--- src/rtl/fp32_matmul_pkg.sv ---
`default_nettype none
// ============================================================================
// fp32_matmul_pkg
// Shared FSM encoding, FP32 field constants and NaN classifier for the
// FP32 matrix-product sequencer.
// Revision: 1.0
// ============================================================================
package fp32_matmul_pkg;

    typedef enum logic [1:0] {
        ST_IDLE  = 2'd0,
        ST_ISSUE = 2'd1,
        ST_DRAIN = 2'd2,
        ST_DONE  = 2'd3
    } state_t;

    localparam int SIGN_BIT = 31;
    localparam int EXP_MSB  = 30;
    localparam int EXP_LSB  = 23;
    localparam int MAN_MSB  = 22;

    localparam logic [31:0] EXP_MASK = ((32'd1 << (EXP_MSB - EXP_LSB + 1)) - 32'd1) << EXP_LSB;
    localparam logic [31:0] MAN_MASK = (32'd1 << (MAN_MSB + 1)) - 32'd1;

    // Sign is masked off first so both quiet and signalling NaNs of either sign match.
    function automatic logic is_nan(input logic [31:0] value);
        logic [31:0] mag;
        mag = value & ~(32'd1 << SIGN_BIT);
        return ((mag & EXP_MASK) == EXP_MASK) && ((mag & MAN_MASK) != 32'd0);
    endfunction

endpackage
`default_nettype wire

--- src/rtl/fp32_matmul_sequencer_if.sv ---
`default_nettype none
// ============================================================================
// fp32_matmul_sequencer_if
// Control, operand-select, multiplier-result and C-write bundle.
// Revision: 1.0
// ============================================================================
interface fp32_matmul_sequencer_if #(
    parameter int IDXW = 2
);
    logic            start;
    logic            busy;
    logic            done;
    logic [IDXW-1:0] a_row_sel;
    logic [IDXW-1:0] b_col_sel;
    logic            vec_valid;
    logic [31:0]     mult_result;
    logic            c_wr_en;
    logic [IDXW-1:0] c_wr_row;
    logic [IDXW-1:0] c_wr_col;
    logic [31:0]     c_wr_data;
    logic            nan_flag;

    modport master (
        input  start,
        input  mult_result,
        output busy,
        output done,
        output a_row_sel,
        output b_col_sel,
        output vec_valid,
        output c_wr_en,
        output c_wr_row,
        output c_wr_col,
        output c_wr_data,
        output nan_flag
    );

    modport slave (
        output start,
        output mult_result,
        input  busy,
        input  done,
        input  a_row_sel,
        input  b_col_sel,
        input  vec_valid,
        input  c_wr_en,
        input  c_wr_row,
        input  c_wr_col,
        input  c_wr_data,
        input  nan_flag
    );
endinterface
`default_nettype wire

--- src/rtl/fp32_tag_delay_line.sv ---
`default_nettype none
// ============================================================================
// fp32_tag_delay_line
// LAT-stage shift register of {valid,row,col} tags matching multiplier latency.
// Revision: 1.0
// ============================================================================
module fp32_tag_delay_line #(
    parameter int LAT  = 5,
    parameter int IDXW = 2
) (
    input  wire logic            clk,
    input  wire logic            rst,
    input  wire logic            push_valid,
    input  wire logic [IDXW-1:0] push_row,
    input  wire logic [IDXW-1:0] push_col,
    output logic                 tail_valid,
    output logic [IDXW-1:0]      tail_row,
    output logic [IDXW-1:0]      tail_col,
    output logic                 occupied
);

    logic [LAT-1:0]  r_valid;
    logic [IDXW-1:0] r_row [LAT];
    logic [IDXW-1:0] r_col [LAT];

    always_ff @(posedge clk) begin
        if (rst) begin
            r_valid <= '0;
            for (int k = 0; k < LAT; k++) begin
                r_row[k] <= '0;
                r_col[k] <= '0;
            end
        end else begin
            r_valid[0] <= push_valid;
            r_row[0]   <= push_row;
            r_col[0]   <= push_col;
            for (int k = 1; k < LAT; k++) begin
                r_valid[k] <= r_valid[k-1];
                r_row[k]   <= r_row[k-1];
                r_col[k]   <= r_col[k-1];
            end
        end
    end

    assign tail_valid = r_valid[LAT-1];
    assign tail_row   = r_row[LAT-1];
    assign tail_col   = r_col[LAT-1];
    assign occupied   = |r_valid;

endmodule
`default_nettype wire

--- src/rtl/fp32_matmul_sequencer.sv ---
`default_nettype none
// ============================================================================
// fp32_matmul_sequencer
// Issues all N x N (row, column) pairs to a pipelined dot-product unit and
// writes each returned result into the C buffer in row-major order.
// Revision: 1.0
// ============================================================================
module fp32_matmul_sequencer
    import fp32_matmul_pkg::*;
#(
    parameter int N    = 4,
    parameter int LAT  = 5,
    parameter int IDXW = ($clog2(N) > 0 ? $clog2(N) : 1)
) (
    input  wire logic               clk,
    input  wire logic               rst,
    fp32_matmul_sequencer_if.master bus
);

    localparam logic [IDXW-1:0] c_IDX_LAST = IDXW'(N - 1);

    state_t          r_state;
    logic            r_busy;
    logic            r_done;
    logic [IDXW-1:0] r_a_sel;
    logic [IDXW-1:0] r_b_sel;
    logic            r_vec_valid;
    logic            r_wr_en;
    logic [IDXW-1:0] r_wr_row;
    logic [IDXW-1:0] r_wr_col;
    logic [31:0]     r_wr_data;
    logic            r_nan;

    logic            w_tail_valid;
    logic [IDXW-1:0] w_tail_row;
    logic [IDXW-1:0] w_tail_col;
    logic            w_tags_pending;

    fp32_tag_delay_line #(
        .LAT  (LAT),
        .IDXW (IDXW)
    ) u_tags (
        .clk        (clk),
        .rst        (rst),
        .push_valid (r_vec_valid),
        .push_row   (r_a_sel),
        .push_col   (r_b_sel),
        .tail_valid (w_tail_valid),
        .tail_row   (w_tail_row),
        .tail_col   (w_tail_col),
        .occupied   (w_tags_pending)
    );

    always_ff @(posedge clk) begin
        if (rst) begin
            r_state     <= ST_IDLE;
            r_busy      <= 1'b0;
            r_done      <= 1'b0;
            r_a_sel     <= '0;
            r_b_sel     <= '0;
            r_vec_valid <= 1'b0;
            r_wr_en     <= 1'b0;
            r_wr_row    <= '0;
            r_wr_col    <= '0;
            r_wr_data   <= '0;
            r_nan       <= 1'b0;
        end else begin
            r_done  <= 1'b0;
            r_wr_en <= w_tail_valid;
            // The tag leaving the delay line lines up with this cycle's multiplier output.
            if (w_tail_valid) begin
                r_wr_row  <= w_tail_row;
                r_wr_col  <= w_tail_col;
                r_wr_data <= bus.mult_result;
                if (is_nan(bus.mult_result)) begin
                    r_nan <= 1'b1;
                end
            end

            case (r_state)
                ST_IDLE: begin
                    if (bus.start) begin
                        r_state     <= ST_ISSUE;
                        r_busy      <= 1'b1;
                        r_vec_valid <= 1'b1;
                        r_a_sel     <= '0;
                        r_b_sel     <= '0;
                        r_nan       <= 1'b0;
                    end
                end
                ST_ISSUE: begin
                    if (r_a_sel == c_IDX_LAST && r_b_sel == c_IDX_LAST) begin
                        r_vec_valid <= 1'b0;
                        r_state     <= ST_DRAIN;
                    end else if (r_b_sel == c_IDX_LAST) begin
                        r_b_sel <= '0;
                        r_a_sel <= r_a_sel + 1'b1;
                    end else begin
                        r_b_sel <= r_b_sel + 1'b1;
                    end
                end
                ST_DRAIN: begin
                    // The final write is always the (N-1,N-1) element.
                    if (!w_tags_pending && r_wr_en &&
                        r_wr_row == c_IDX_LAST && r_wr_col == c_IDX_LAST) begin
                        r_state <= ST_DONE;
                        r_done  <= 1'b1;
                    end
                end
                ST_DONE: begin
                    r_state <= ST_IDLE;
                    r_busy  <= 1'b0;
                end
                default: begin
                    r_state <= ST_IDLE;
                end
            endcase
        end
    end

    assign bus.busy      = r_busy;
    assign bus.done      = r_done;
    assign bus.a_row_sel = r_a_sel;
    assign bus.b_col_sel = r_b_sel;
    assign bus.vec_valid = r_vec_valid;
    assign bus.c_wr_en   = r_wr_en;
    assign bus.c_wr_row  = r_wr_row;
    assign bus.c_wr_col  = r_wr_col;
    assign bus.c_wr_data = r_wr_data;
    assign bus.nan_flag  = r_nan;

endmodule
`default_nettype wire

--- src/flat_wrapper.sv ---
// flat-port wrapper written by rule: the top's interface ports become plain ports
module fp32_matmul_sequencer_flat import fp32_matmul_pkg::*;
#(
    parameter int N    = 4,
    parameter int LAT  = 5,
    parameter int IDXW = ($clog2(N) > 0 ? $clog2(N) : 1)
)
  (clk, rst, bus_start, bus_mult_result, bus_busy, bus_done, bus_a_row_sel, bus_b_col_sel, bus_vec_valid, bus_c_wr_en, bus_c_wr_row, bus_c_wr_col, bus_c_wr_data, bus_nan_flag);
  fp32_matmul_sequencer_if #(.IDXW(IDXW)) bus_i ();
  input  wire logic clk;
  input  wire logic rst;
  input wire logic [$bits(bus_i.start)-1:0] bus_start;
  input wire logic [$bits(bus_i.mult_result)-1:0] bus_mult_result;
  output wire logic [$bits(bus_i.busy)-1:0] bus_busy;
  output wire logic [$bits(bus_i.done)-1:0] bus_done;
  output wire logic [$bits(bus_i.a_row_sel)-1:0] bus_a_row_sel;
  output wire logic [$bits(bus_i.b_col_sel)-1:0] bus_b_col_sel;
  output wire logic [$bits(bus_i.vec_valid)-1:0] bus_vec_valid;
  output wire logic [$bits(bus_i.c_wr_en)-1:0] bus_c_wr_en;
  output wire logic [$bits(bus_i.c_wr_row)-1:0] bus_c_wr_row;
  output wire logic [$bits(bus_i.c_wr_col)-1:0] bus_c_wr_col;
  output wire logic [$bits(bus_i.c_wr_data)-1:0] bus_c_wr_data;
  output wire logic [$bits(bus_i.nan_flag)-1:0] bus_nan_flag;
  assign bus_i.start = bus_start;
  assign bus_i.mult_result = bus_mult_result;
  assign bus_busy = bus_i.busy;
  assign bus_done = bus_i.done;
  assign bus_a_row_sel = bus_i.a_row_sel;
  assign bus_b_col_sel = bus_i.b_col_sel;
  assign bus_vec_valid = bus_i.vec_valid;
  assign bus_c_wr_en = bus_i.c_wr_en;
  assign bus_c_wr_row = bus_i.c_wr_row;
  assign bus_c_wr_col = bus_i.c_wr_col;
  assign bus_c_wr_data = bus_i.c_wr_data;
  assign bus_nan_flag = bus_i.nan_flag;
  fp32_matmul_sequencer #(.N(N), .LAT(LAT), .IDXW(IDXW)) u_core (.clk(clk), .rst(rst), .bus(bus_i));
endmodule
--- config.mk ---
export PLATFORM = sky130hd
export DESIGN_NAME = fp32_matmul_sequencer_flat
export DESIGN_NICKNAME = d
export VERILOG_FILES = /design/src/rtl/fp32_matmul_pkg.sv /design/src/rtl/fp32_matmul_sequencer_if.sv /design/src/rtl/fp32_tag_delay_line.sv /design/src/rtl/fp32_matmul_sequencer.sv /design/src/flat_wrapper.sv
export SDC_FILE = /design/constraint.sdc
export NUM_CORES = 1
export LEC_CHECK = 0
export CORE_MARGIN = 8
export CORE_UTILIZATION = 46
export DETAILED_ROUTE_END_ITERATION = 10
export PLACE_DENSITY = 0.83
export SLEW_MARGIN = 15
export SYNTH_ARGS = -nofsm -noshare
export SYNTH_HDL_FRONTEND = slang
export SYNTH_SLANG_ARGS = --single-unit
--- constraint.sdc ---
create_clock -name clk -period 1.7 [get_ports clk]
set_input_delay 0.255 -clock clk [delete_from_list [all_inputs] [get_ports clk]]
set_output_delay 0.255 -clock clk [all_outputs]
set_load 0.005 [all_outputs]
# Yosys cells after proc, flatten, opt, wreduce, memory -nomap -nowiden
# Memories as Yosys holds them, arrays and structs flattened. A register that Yosys moved wholly into a read port is not among the register bits.
# Index checks and enable logic that the tools add are counted.
# Widths: inputs -> output; s select.
[word_totals]
memories = 2
ram_bits = 20
word_cells = 88
reg_bits = 48
input_bits = 35
[op_classes]
n_mux = 33
eq_ne = 13
n_bitwise = 11
n_addsub = 2
reduce_logical = 17
[memory_table]
columns = ["memory", "words", "word_bits", "rd", "rd_clocked_by_memory_dff", "wr", "line", "rtl"]
rows = [
  ["u_core.u_tags.r_col", 5, 2, 5, 1, 5, "fp32_tag_delay_line.sv:24", "logic [IDXW-1:0] r_col [LAT];"],
  ["u_core.u_tags.r_row", 5, 2, 5, 1, 5, "fp32_tag_delay_line.sv:23", "logic [IDXW-1:0] r_row [LAT];"],
]
[op_table]
columns = ["cell", "count"]
rows = [
  ["$mux 2", 18],
  ["$reduce_bool 32->1", 1],
  ["$eq 2x2->1 const B", 6],
  ["$mux 1", 10],
  ["$or 1x1->1", 10],
  ["$reduce_and 3->1", 3],
  ["$eq 8x8->1 const B", 1],
  ["$pmux 2 s2", 2],
  ["$pmux 2 s4", 1],
  ["$ne 2x1->1 const B", 3],
  ["$logic_and 1x1->1", 5],
  ["$reduce_or 5->1", 1],
  ["$add 2x1->2 const B", 2],
  ["$ne 2x2->1 const B", 2],
  ["$pmux 1 s2", 2],
  ["$reduce_and 4->1", 1],
  ["$reduce_bool 2->1", 2],
  ["$eq 2x1->1 const B", 1],
  ["$logic_not 2->1", 1],
  ["$reduce_and 2->1", 1],
  ["$reduce_or 2->1", 1],
  ["$logic_not 1->1", 1],
  ["$not 1->1", 1],
]

# Depth between registers and ports, before layout
# Gate-level depths: netlist of run 1.
[depth]
ltp_word = 7
depth_mapped = 6

# Modules after synthesis
# Synthesis of run 1 repeated with hierarchy kept, for this count alone.
[hier_totals]
cells_unflattened = 254
hier_area_um2 = 2642.5
[by_module_without_submodules]
columns = ["mod", "area_each_um2", "cells_each", "instances", "seq_area_each_um2"]
rows = [
  ["fp32_matmul_sequencer", 1926.8, 195, 1, 940.9],
  ["fp32_tag_delay_line", 715.7, 59, 1, 500.5],
]

# Worst setup path after synthesis of run 1
# OpenSTA, ideal clock, no wires.
[synth_path]
path_type = "reg2reg"
from = "register u_core.r_state[0]"
to = "register u_core.r_a_sel[0] (netlist: u_core.bus.a_row_sel[0])"
n_path_buf = 0
synth_period_minus_slack_ns = 1.431
arrival_time_ns = 1.303
setup_time_ns = 0.128
path_slack_ns = 0.269
stages_incl_launch_ff = 7
cell_sequence = "dfxtp_1 -> inv_1 -> ha_1 -> nand2b_1 -> a22oi_2 -> mux2i_1 -> nor2_1"
[synth_between]
elab_chain_cells = 3
elab_cells_between_ends = 8
classes_between = "eq/ne (4); mux (1); reduce/logical (3)"
[synth_lines]
columns = ["element", "line", "rtl"]
rows = [
  ["start: declaration", "fp32_matmul_sequencer.sv:22", "state_t r_state;"],
  ["start signal: assignment", "fp32_matmul_sequencer.sv:56", "r_state <= ST_IDLE;"],
  ["start signal: assignment", "fp32_matmul_sequencer.sv:83", "r_state <= ST_ISSUE;"],
  ["start signal: assignment", "fp32_matmul_sequencer.sv:94", "r_state <= ST_DRAIN;"],
  ["$eq 2x1->1 or $logic_not 2->1 (tied branches)", "fp32_matmul_sequencer.sv:80", "case (r_state)"],
  ["$ne 2x1->1 (no source line) (tied with other cells)", "-", ""],
  ["$reduce_and 4->1 (no source line)", "-", ""],
  ["end signal: assignment", "fp32_matmul_sequencer.sv:97", "r_a_sel <= r_a_sel + 1'b1;"],
  ["end: declaration", "fp32_matmul_sequencer.sv:25", "logic [IDXW-1:0] r_a_sel;"],
]
# Several ways; a longest one is shown, not always the timed one.
# A chain may end at the register's enable or synchronous reset.

# Worst setup path in the final report of run 1
# Same ends and word-level chain as after synthesis.

==> summary.txt, run 1 <==
Logic synthesis
  • Register area share after synthesis: about 56%
  • Synthesized instance count: approximately 240
  • Ys flop type: dfxtp_1
  • Synthesized area: 2560 µm²
  • EDFF count, synth: 0
  • Post-Syn Nets: between 200 and 300
  • #FFs+latches synth: around 70
  • Mean post-synth cell area: between 10 and 15 µm²
  • Commonest cells in the netlist: 72 x dfxtp_1, 40 x nor2_1, 37 x mux2i_1
  • Post-synth ARST share: 0%
  • Synth top area share: a little under three fifths
  • Cell taking the most area after synthesis: dfxtp_1
  • Most common cell in the netlist: dfxtp_1
  • Top post-synthesis cells by area: dfxtp_1 56%, mux2i_1 14%, nor2b_1 6.8%, nor2_1 5.9%, ha_1 2.9%
  • Yosys cell types: 24
  • Synthesis Warnings: 0

Global route
  • Vias in the first global route: between 1500 and 2000
  • Initial antenna violation count: 0
  • Remaining Overflow, GRT: 0
  • Largest net degree at the start of global routing: 74
  • All-Layer GR Usage: around 14%
  • First-pass GRT wire length: about 9500 µm

Flow run
  • Total of max-cap violations: 0

Critical path
  • WS Path Type: reg -> reg
  • CP max stage cell: dfxtp_1
  • R2r startpoint: u_core.r_state[0]$_SDFFE_PP0P_
  • Critical Path Start Type: register
  • Worst EP arrival: roughly 1800 ps
  • CP max stage delay: about 380 ps
  • WP data required: 1920 ps
  • Crit. Startpoint: u_core.r_state[0]$_SDFFE_PP0P_
  • CP Cell Sequence: inv_1 -> ha_1 -> nand2b_1 -> a22oi_2 -> mux2i_1 -> nor2_1
  • Worst Path Max Fanout: 6
  • CP Capture Type: register

Floorplanning
  • Die area: 8220 µm²
  • Standard-cell row count: 27
  • Chip Width: between 90 and 100 µm
  • Die Y: 90.7 µm
  • CORE AREA: between 5000 and 6000 µm²
  • Initial Utilization: between 40% and 50%
  • Ports: 80

STA
  • Final setup violation count: 0
  • Final-report hold violation count: 0
  • Setup_tns: 0 ps
  • Worst-margin pin slew: 362 ps
  • Final Max Slew Viols: 0
  • Hold WS: ~390 ps
  • Min cycle time layout: 1580 ps
  • RSZ-0062 raised after global routing: no
  • Tcrit/Tclk final: about 93%
  • FMAX: 0.633 GHz
  • Worst Skew: around 5.3 ps
  • Slew headroom: ~76%

Layout
  • Multi-input gate area: approximately 1100 µm²
  • Fin cells: approximately 400
  • Ant diodes: 0
  • Area Growth Syn to Fin: 41.2%
  • Register Area: about 1400 µm²
  • Nets@finish: about 370
  • Share of cells above drive strength 1: just under 7%
  • Fill cell count: around 440
  • Finished Cell Area: ~3600 µm²

Pwr
  • Clock power frac: 34.6%
  • Switching power: 959 µW
  • Internal Power: ~2800 µW
  • P per Cell Area: 1050 nW/µm²
  • Pleak: 0.00130 µW
  • Logic pwr share: 17.0%
  • Seq pwr share: between 40% and 50%
  • Sw Ratio: around a quarter
  • Maximum vdd drop: 736 µV

Worst hold path
  • Hold Crit Class: in -> reg
  • Hold Path Origin: rst

Clock network
  • Clk_lat worst skew: about 330 ps
  • Clock slew at reported path FFs: about 70 ps
  • Root Buffer: clkbuf_8
  • CTS tree: done
  • Clock buffer depth: 2
  • H-tree Lvls: 3
  • Sink Count: 72
  • Setup bufs post-CTS: 0
  • Post-CTS Hold Fix Bufs: 0
  • Post-CTS Resized: 0
  • Num CTS Buffers: 9

Place
  • Placed inst area: 3420 µm²
  • Port Buffers: a little under 80
  • Gp weighted congestion: between 0.8 and 0.9
  • Placed Cells incl. Taps: a little under 400
  • Final HPWL DP: between 4000 and 5000 µm

Routing
  • Initial DRC Count: 69
  • Post-DR vias/cell: 4.70
  • Remaining antenna violation count: 0
  • Drt total wl: 5670 µm
  • First-pass DRT Iterations: 4
  • Routed vias: 1896
  • WL/cell: approximately 14 µm
  • Residual DRC: 0

Outcome
  • Status: finished clean
==> registers in the layout, indices dropped and copies added, names as in the netlist <==
name and count:
u_core.u_tags.r_col 10, u_core.r_state 2, u_core.bus.a_row_sel 2, u_core.bus.c_wr_data 32
u_core.bus.done 1, u_core.bus.busy 1, u_core.bus.c_wr_en 1, u_core.bus.b_col_sel 2
u_core.u_tags.r_valid 5, u_core.bus.vec_valid 1, u_core.bus.c_wr_row 2, u_core.bus.c_wr_col 2
u_core.bus.nan_flag 1, u_core.u_tags.r_row 10
==> power by group through the flow <==
| stage | registers, µW | logic [µW] | clock network [µW] |
|---|---|---|---|
| 2_1_floorplan | 1870 | 390 | 0 |
| 3_3_place_gp | 1880 | 635 | 0 |
| 3_5_place_dp | 1880 | 650 | 0 |
| 4_1_cts | 1840 | 654 | 1360 |
| 5_1_grt | 1860 | 725 | 1440 |
| 6_report | 1840 | 647 | 1320 |
==> metal layers <==
layer	wire [µm]	up-vias	GRT usage, %	part of all wire [%]
met3	309	8	5.07	5.5
met1	2560	855	17.0	45
li1	-	982	-	-
met2	2720	51	22.5	48
met4	70	0	6.24	1.2
met5	0	-	0	0
==> final cells by class <==
type / instances / share of cell area, %
clock inverters: 5 / 1.55
repair buffers: 83 / 22.9
clock buffers: 11 / 3.90
inverters: 2 / 0.207
flip-flops and latches: 72 / 39.8
well taps: 72 / 2.49
multi-input cells: 158 / 29.2
==> worst max-delay path: cells and delay by family, from the launching register on <==
family,cells,cell delay [ps]
buffers and inverters,1,80
AO/OA/AOI/OAI,1,280
multiplexers,1,230
flip-flops,1,380
adder cells (fa/ha/maj),1,270
AND/OR/NAND/NOR,2,230
==> final timing paths <==
kind	to	slack [ps]	cells after the start
setup reg to reg	u_core.bus.a_row_sel[0]$_SDFFE_PP0P_	120	6
setup / recovery	u_core.bus.a_row_sel[0]$_SDFFE_PP0P_	120	6
hold / removal	u_core.u_tags.r_col[0][0]$_SDFF_PP0_	390	3
hold reg to reg	u_core.u_tags.r_col[3][1]$_SDFF_PP0_	440	1
==> cells in the final DEF, fill, tap and decap left out, drive strengths merged <==
cell type,count
mux2i,37
o21a,1
xor2,1
nor4bb,2
dfxtp,72
a21bo,1
nand3,3
clkbuf,11
a21oi,7
o22ai,1
o211ai,2
nor4,6
inv,2
buf,5
nor2,40
clkdlybuf4s50,78
clkinvlp,1
and2,1
nor3b,2
clkinv,3
a22oi,1
nor2b,28
bufinv,1
ha,6
nand2b,6
nor3,2
nand2,8
nand4,3
==> cells by family after synthesis <==
| logic type | count (synthesis) | share of synthesized area, % |
|---|---|---|
| buffers and inverters | 14 | 2.63 |
| AND/OR/NAND/NOR | 101 | 20.1 |
| flip-flops | 72 | 56.2 |
| adder cells (fa/ha/maj) | 6 | 2.93 |
| multiplexers | 37 | 14.4 |
| XOR/XNOR | 1 | 0.342 |
| AO/OA/AOI/OAI | 13 | 3.37 |
==> metrics by stage <==
step	total power (µW)	worst slack (ps)	utilization [%]
after global placement	2510	155	63.0
final	3800	121	66.6
after CTS	3850	98.1	66.6
after floorplan	2260	269	-
after detailed placement	2530	104	63.0
after global routing	4020	10.9	66.6
(Power assumes the default switching activity.)
==> run 2: changes to the inputs <==
--- a/config.mk
+++ b/config.mk
@@ -8,6 +8,7 @@
 export CORE_MARGIN = 8
 export CORE_UTILIZATION = 46
 export DETAILED_ROUTE_END_ITERATION = 10
+export GPL_TIMING_DRIVEN = 0
 export PLACE_DENSITY = 0.83
 export SLEW_MARGIN = 15
 export SYNTH_ARGS = -nofsm -noshare
==> run 2 against run 1 <==
Critical path depth unchanged. Global-route usage is 0.58 points higher. Clock-buffer cell count increased by 2.
==> summary.txt, run 2 (synthesized netlist as in run 1, its figures left out) <==
Outcome
  • Status: finished clean (unchanged)

STA
  • Worst Skew: 7.49 ps (was 5.30 ps)
  • Slew headroom: 66.0% (was 75.6%)
  • Setup_tns: 0 ps (unchanged)
  • Tcrit/Tclk final: 92.6% (was 92.9%)
  • Hold WS: 295 ps (was 386 ps)
  • RSZ-0062 raised after global routing: no (unchanged)
  • Final Worst Setup Slack: 126 ps (was 121 ps)
  • Final Max Slew Viols: 0 (unchanged)
  • Final setup violation count: 0 (unchanged)
  • FMAX: 0.635 GHz (was 0.633 GHz)
  • Final-report hold violation count: 0 (unchanged)
  • Min cycle time layout: 1570 ps (was 1580 ps)
  • Worst-margin pin slew: 511 ps (was 362 ps)

Layout
  • Share of cells above drive strength 1: 5.92% (was 6.95%)
  • Post-layout util: 66.8% (was 66.6%)
  • Most frequent cells in the layout: 78 x clkdlybuf4s50_1, 72 x dfxtp_1, 40 x nor2_1 (was 78 x clkdlybuf4s50_1, 71 x dfxtp_1, 40 x nor2_1)
  • Area Growth Syn to Fin: 41.7% (was 41.2%)
  • Nets@finish: 374 (was 367)
  • Ant diodes: 0 (unchanged)
  • Most common cell after layout, fill and taps aside: clkdlybuf4s50_1 (unchanged)
  • Max FFs per register: 32 (unchanged)
  • Fin cells: 410 (was 403)

Place
  • Port Buffers: 78 (was 79)
  • Dpl ws: 17.5 ps (was 104 ps)
  • Gp weighted congestion: 0.832 (about the same)
  • Placed Cells incl. Taps: 394 (was 387)
  • Final HPWL DP: 4360 µm (was 4060 µm)

Critical path
  • CP max stage delay: 380 ps (about the same)
  • WP data required: 1910 ps (was 1920 ps)
  • CP Cell Sequence: inv_1 -> ha_1 -> nand2b_1 -> a22oi_2 -> mux2i_1 -> nor2_1 (unchanged)
  • WS Path Type: reg -> reg (unchanged)
  • CP bufs+invs: 1 (unchanged)
  • CP max stage cell: dfxtp_1 (unchanged)
  • Critical Path Start Type: register (unchanged)
  • Flop2flop setup slack: 130 ps (was 120 ps)
  • Worst EP arrival: 1780 ps (was 1800 ps)
  • Worst Path Max Fanout: 6 (unchanged)
  • CP Capture Type: register (unchanged)
  • Delay-heaviest family, CP: flip-flops (unchanged)

Floorplanning
  • Die area: 8220 µm² (unchanged)
  • CORE AREA: 5440 µm² (unchanged)
  • Ports: 80 (unchanged)
  • Die Y: 90.7 µm (unchanged)
  • Initial Utilization: 47.2% (unchanged)
  • Standard-cell row count: 27 (unchanged)
  • Chip Width: 90.7 µm (unchanged)

Routing
  • Residual DRC: 0 (unchanged)
  • Met3 WL: 380 µm (was 309 µm)
  • Remaining antenna violation count: 0 (unchanged)
  • First-pass DRT Iterations: 5 (was 4)
  • Highest metal used: met4 (unchanged)
  • Post-DR vias/cell: 4.87 (was 4.70)
  • M1 WL: 2650 µm (was 2560 µm)
  • Met2 wire len: 2790 µm (was 2720 µm)
  • WL/cell: 14.5 µm (was 14.1 µm)
  • Drt total wl: 5950 µm (was 5670 µm)
  • Initial DRC Count: 80 (was 69)
  • Routed vias: 1996 (was 1896)

Global route
  • First-pass GRT wire length: 9730 µm (was 9500 µm)
  • Largest net degree at the start of global routing: 12 (was 74)
  • Initial antenna violation count: 0 (unchanged)
  • Remaining Overflow, GRT: 0 (unchanged)
  • All-Layer GR Usage: 14.8% (was 14.3%)
  • Vias in the first global route: 2042 (was 1971)

Clock network
  • CTS tree: done (unchanged)
  • Sink Count: 72 (unchanged)
  • H-tree Lvls: 3 (unchanged)
  • Setup bufs post-CTS: 0 (unchanged)
  • Post-CTS Resized: 0 (unchanged)
  • Clk_lat worst skew: 330 ps (about the same)
  • Post-CTS Hold Fix Bufs: 0 (unchanged)
  • Clock slew at reported path FFs: 70 ps (about the same)
  • Num CTS Buffers: 9 (unchanged)
  • Clock buffer depth: 2 (unchanged)
  • Root Buffer: clkbuf_8 (unchanged)

Worst hold path
  • Hold Crit Class: in -> reg (unchanged)

Flow run
  • Total of max-cap violations: 0 (unchanged)

Pwr
  • P per Cell Area: 1050 nW/µm² (about the same)
  • Maximum vdd drop: 859 µV (was 736 µV)
  • Pleak: 0.00131 µW (was 0.00130 µW)
run 2: layout make-up:
cell class	count	area, µm²
Buffer	12	60.1
Timing Repair Buffer	78	781
Fill cell	429	1800
Clock buffer	13	159
Sequential cell	72	1440
Multi-Input combinational cell	158	1060
Clock inverter	3	40.0
Tap cell	72	90.1
Inverter	2	7.51
run 2: path summary, 6_finish.rpt:
check,cells past startpoint,from,to
setup / recovery,6,u_core.r_state[0]$_SDFFE_PP0P_,u_core.bus.a_row_sel[0]$_SDFFE_PP0P_
hold / removal,2,rst,u_core.u_tags.r_col[0][0]$_SDFF_PP0_
setup reg to reg,6,u_core.r_state[0]$_SDFFE_PP0P_,u_core.bus.a_row_sel[0]$_SDFFE_PP0P_
hold reg to reg,1,u_core.u_tags.r_row[3][0]$_SDFF_PP0_,u_core.u_tags.r_row[4][0]$_SDFF_PP0_
run 2: routing by layer:
layer  up-vias  track usage [%]
li1        993                -
met1       922             16.6
met2        69             23.3
met3        12             6.65
met4         0             7.49
met5         -                0
run 2: per-stage QoR:
step	cell area (µm²)	total power, µW
2_1_floorplan	2560	2260
3_3_place_gp	3440	2500
3_5_place_dp	3440	2520
4_1_cts	3630	3860
5_1_grt	3630	4020
6_report	3630	3830
run 2: report_power, final:
part | internal, µW | leakage (µW) | total, µW | switching, µW
clock | 755 | 0.000103 | 1340 | 589
sequential | 1780 | 0.000582 | 1840 | 69.0
combinational | 342 | 0.000624 | 643 | 301
==> variant: new RTL, settings of run 2 <==
`N` is set to 4 in 2 places; all go to 8.
--- a/src/rtl/fp32_matmul_sequencer.sv
+++ b/src/rtl/fp32_matmul_sequencer.sv
@@ -9,5 +9,5 @@
     import fp32_matmul_pkg::*;
 #(
-    parameter int N    = 4,
+    parameter int N    = 8,
     parameter int LAT  = 5,
     parameter int IDXW = ($clog2(N) > 0 ? $clog2(N) : 1)
--- a/src/flat_wrapper.sv
+++ b/src/flat_wrapper.sv
@@ -2,5 +2,5 @@
 module fp32_matmul_sequencer_flat import fp32_matmul_pkg::*;
 #(
-    parameter int N    = 4,
+    parameter int N    = 8,
     parameter int LAT  = 5,
     parameter int IDXW = ($clog2(N) > 0 ? $clog2(N) : 1)
Ports: changed (resized bus_a_row_sel, bus_b_col_sel, bus_c_wr_col and bus_c_wr_row); port bits go from 80 to 84. The function was not compared with the original's and may differ.
==> variant against run 2 <==
Final cell count is 12% higher; setup slack worse by 0.030 ns; sequential cell count is 14 higher; wire length is 18% higher; first-iteration DRC count is 45% lower; power is 12% higher; design area is 14% higher; synthesized area is 16% higher.
==> variant: results (changes against run 2) <==
** Status
- Outcome :: finished, final reports clean

** Timing
- Maximum clock skew at final layout :: 0.00701 ns (-0.000479 ns)
- Worst-Margin Slew :: 0.746 ns (+0.235 ns)
- Post-route worst hold slack :: 0.440 ns (+0.145 ns)

** Min path
- The tightest min-delay check is of the flip-flop to flip-flop type.
- The cell depth of the worst hold path was 1 (-1).
- The startpoint identified for the worst hold timing path is u_core.u_tags.r_col[2][1].
- The path with the worst hold slack has its endpoint at u_core.u_tags.r_col[3][1].

** Logic synthesis
- The share of the synthesized netlist area taken by xor and xnor gates is 0.294% (-0.048 points).
- Share of flip-flops with an asynchronous set or reset :: 0% (unchanged)
- Main area contributors after synthesis :: dfxtp_1 (58%), mux2i_1 (13%), nor2b_1 (8.0%)
- Sequential element share of the synthesized area :: 57.7% (+1.5 points)
- Count of cell types in the netlist :: 27 (+13%)
- The count of mapped cells out of synthesis is 283 (+16%).
- Area fraction in compound gates after synthesis :: 2.52% (-0.85 points)
- Commonest cells post-synth :: dfxtp_1 (86), nor2_1 (41), mux2i_1 (40)
- The adder-cell share of the synthesized area came to 3.35% (+0.43 points).
- Net Count, Synth :: 326 (+14%)

** Placed design
- The number of port buffers came to 83 (+6.4%).
- Number of cells after detailed placement :: 443 (+12%)
- The final weighted congestion in routability-driven placement was 0.770 (-7.4%).
- The HPWL after detailed placement is 5.26 mm (+21%).

** Cells and area
- The proportion of layout cells with a drive suffix above 1 came to 7.35% (+1.4 points).
- Post-layout net count :: 420 (+12%)
- Non-filler instance count after layout :: 458 (+12%)

** Routing
- Vias post-DR :: 2224 (+11%)
- The iteration-0 DRC count of the detailed router is 44 (-45%).
- Average wire per standard cell :: 15.3 um (+5.4%)

** GRT
- The global-route track usage on met2 came to 26.8% (+3.5 points).
- The wire length of the first global-routing pass came to 11.3 mm (+16%).
- The met1 global-route usage is 18.0% (+1.4 points).
- Largest net degree at the start of global routing :: 15 (+3)
- Via count of the first global-routing pass :: 2354 (+15%)
- The global-route total usage across every layer is 16.0% (+1.1 points).
- The met3 usage in global routing is 4.71% (-1.9 points).

** Power
- The worst vdd rail ir drop came to 0.986 mV (+15%).
- Leakage Power :: 1.52 nW (+16%)

** Worst setup path
- Worst reg2reg endpoint :: u_core.r_state[1]
- On the critical path, the stage with the largest delay is an instance of or4_1.
- The arrival time at the worst endpoint is 1.88 ns (+0.10 ns).
- The maximum fanout encountered on the critical timing path was 2 (-4).
- Slowest Stage Delay on Critical Path :: 0.50 ns (+0.12 ns)
- The worst-case reg-to-reg path depth was 4 (-2).
- R2r setup slk :: 0.1 ns (-0.03 ns)
- Among cell families on the critical path, the largest total delay comes from simple AND/OR/NAND/NOR gates.
- The startpoint identified for the worst register-to-register timing path is u_core.u_tags.r_valid[1].

** Clock network
- The later-pin clock latency in the skew report came to 0.35 ns (+0.02 ns).
- Clock Path Buffers :: 2 (unchanged)
## variant: cell families (layout without fill, tap and decap cells)
family / Yosys count / count (layout)
AO/OA/AOI/OAI: 12 / 12
flip-flops: 86 / 86
buffers and inverters: 16 / 114
adder cells (fa/ha/maj): 8 / 8
XOR/XNOR: 1 / 1
multiplexers: 40 / 40
AND/OR/NAND/NOR: 120 / 120
## variant: per-stage QoR
stage,power [W],worst slack (ns),area (um^2)
6_report,0.00430,0.0964,4130
5_1_grt,0.00452,0.0119,4130
4_1_cts,0.00434,0.0196,4130
3_5_place_dp,0.00290,-0.577,3910
3_3_place_gp,0.00288,-0.516,3910
2_1_floorplan,0.00262,0.111,2980
## variant: power by group
part | internal (W) | total, W | leakage, nW | switching, W
clock | 0.000713 | 0.00142 | 0.0983 | 0.000703
sequential | 0.00211 | 0.00218 | 0.694 | 0.0000690
combinational | 0.000379 | 0.000707 | 0.731 | 0.000328
total | 0.00320 | 0.00430 | 1.52 | 0.00110
## variant: what timing repair did
action / 4_1_cts / 5_1_grt
endpoints found under the setup margin: 31 / 6
gates resized for setup: 7 / 3
hold buffers: 0 / 0
pin swaps: 1 / 1
gates cloned: 0 / 0
## variant: worst max-delay path by stage
stage | from | to | slack [ns] | cells past startpoint
4_1_cts | u_core.u_tags.r_valid[1] | u_core.r_state[1] | 0.02 | 4
3_3_place_gp | rst | u_core.bus.c_wr_data[30] | -0.52 | 5
5_1_grt | u_core.bus.a_row_sel[0] | u_core.bus.a_row_sel[0] | 0.01 | 6
2_1_floorplan | u_core.u_tags.r_valid[1] | u_core.r_state[1] | 0.11 | 4
3_5_place_dp | rst | u_core.bus.c_wr_data[26] | -0.58 | 5
6_report | u_core.u_tags.r_valid[1] | u_core.r_state[1] | 0.1 | 4
## variant: layout make-up
cell class                      instances  area [um^2]
Timing Repair Buffer                   83          831
Fill cell                             527         2180
Multi-Input combinational cell        181         1220
Clock inverter                          5         60.1
Tap cell                               77         96.3
Clock buffer                           10          138
Inverter                                2         7.51
Sequential cell                        86         1720
Buffer                                 14         62.6
## variant: layer usage
layer / vias up / routed length [um]
met2: 70 / 3230
met4: 0 / 145
li1: 1121 / -
met1: 1019 / 3080
met5: - / 0
met3: 14 / 551
## variant: worst reg2reg max path: stages (launching register included)
cell and delay, ns:
dfxtp_1 0.31, or4_1 0.50, or3_4 0.37, a21oi_4 0.16, mux2i_1 0.20
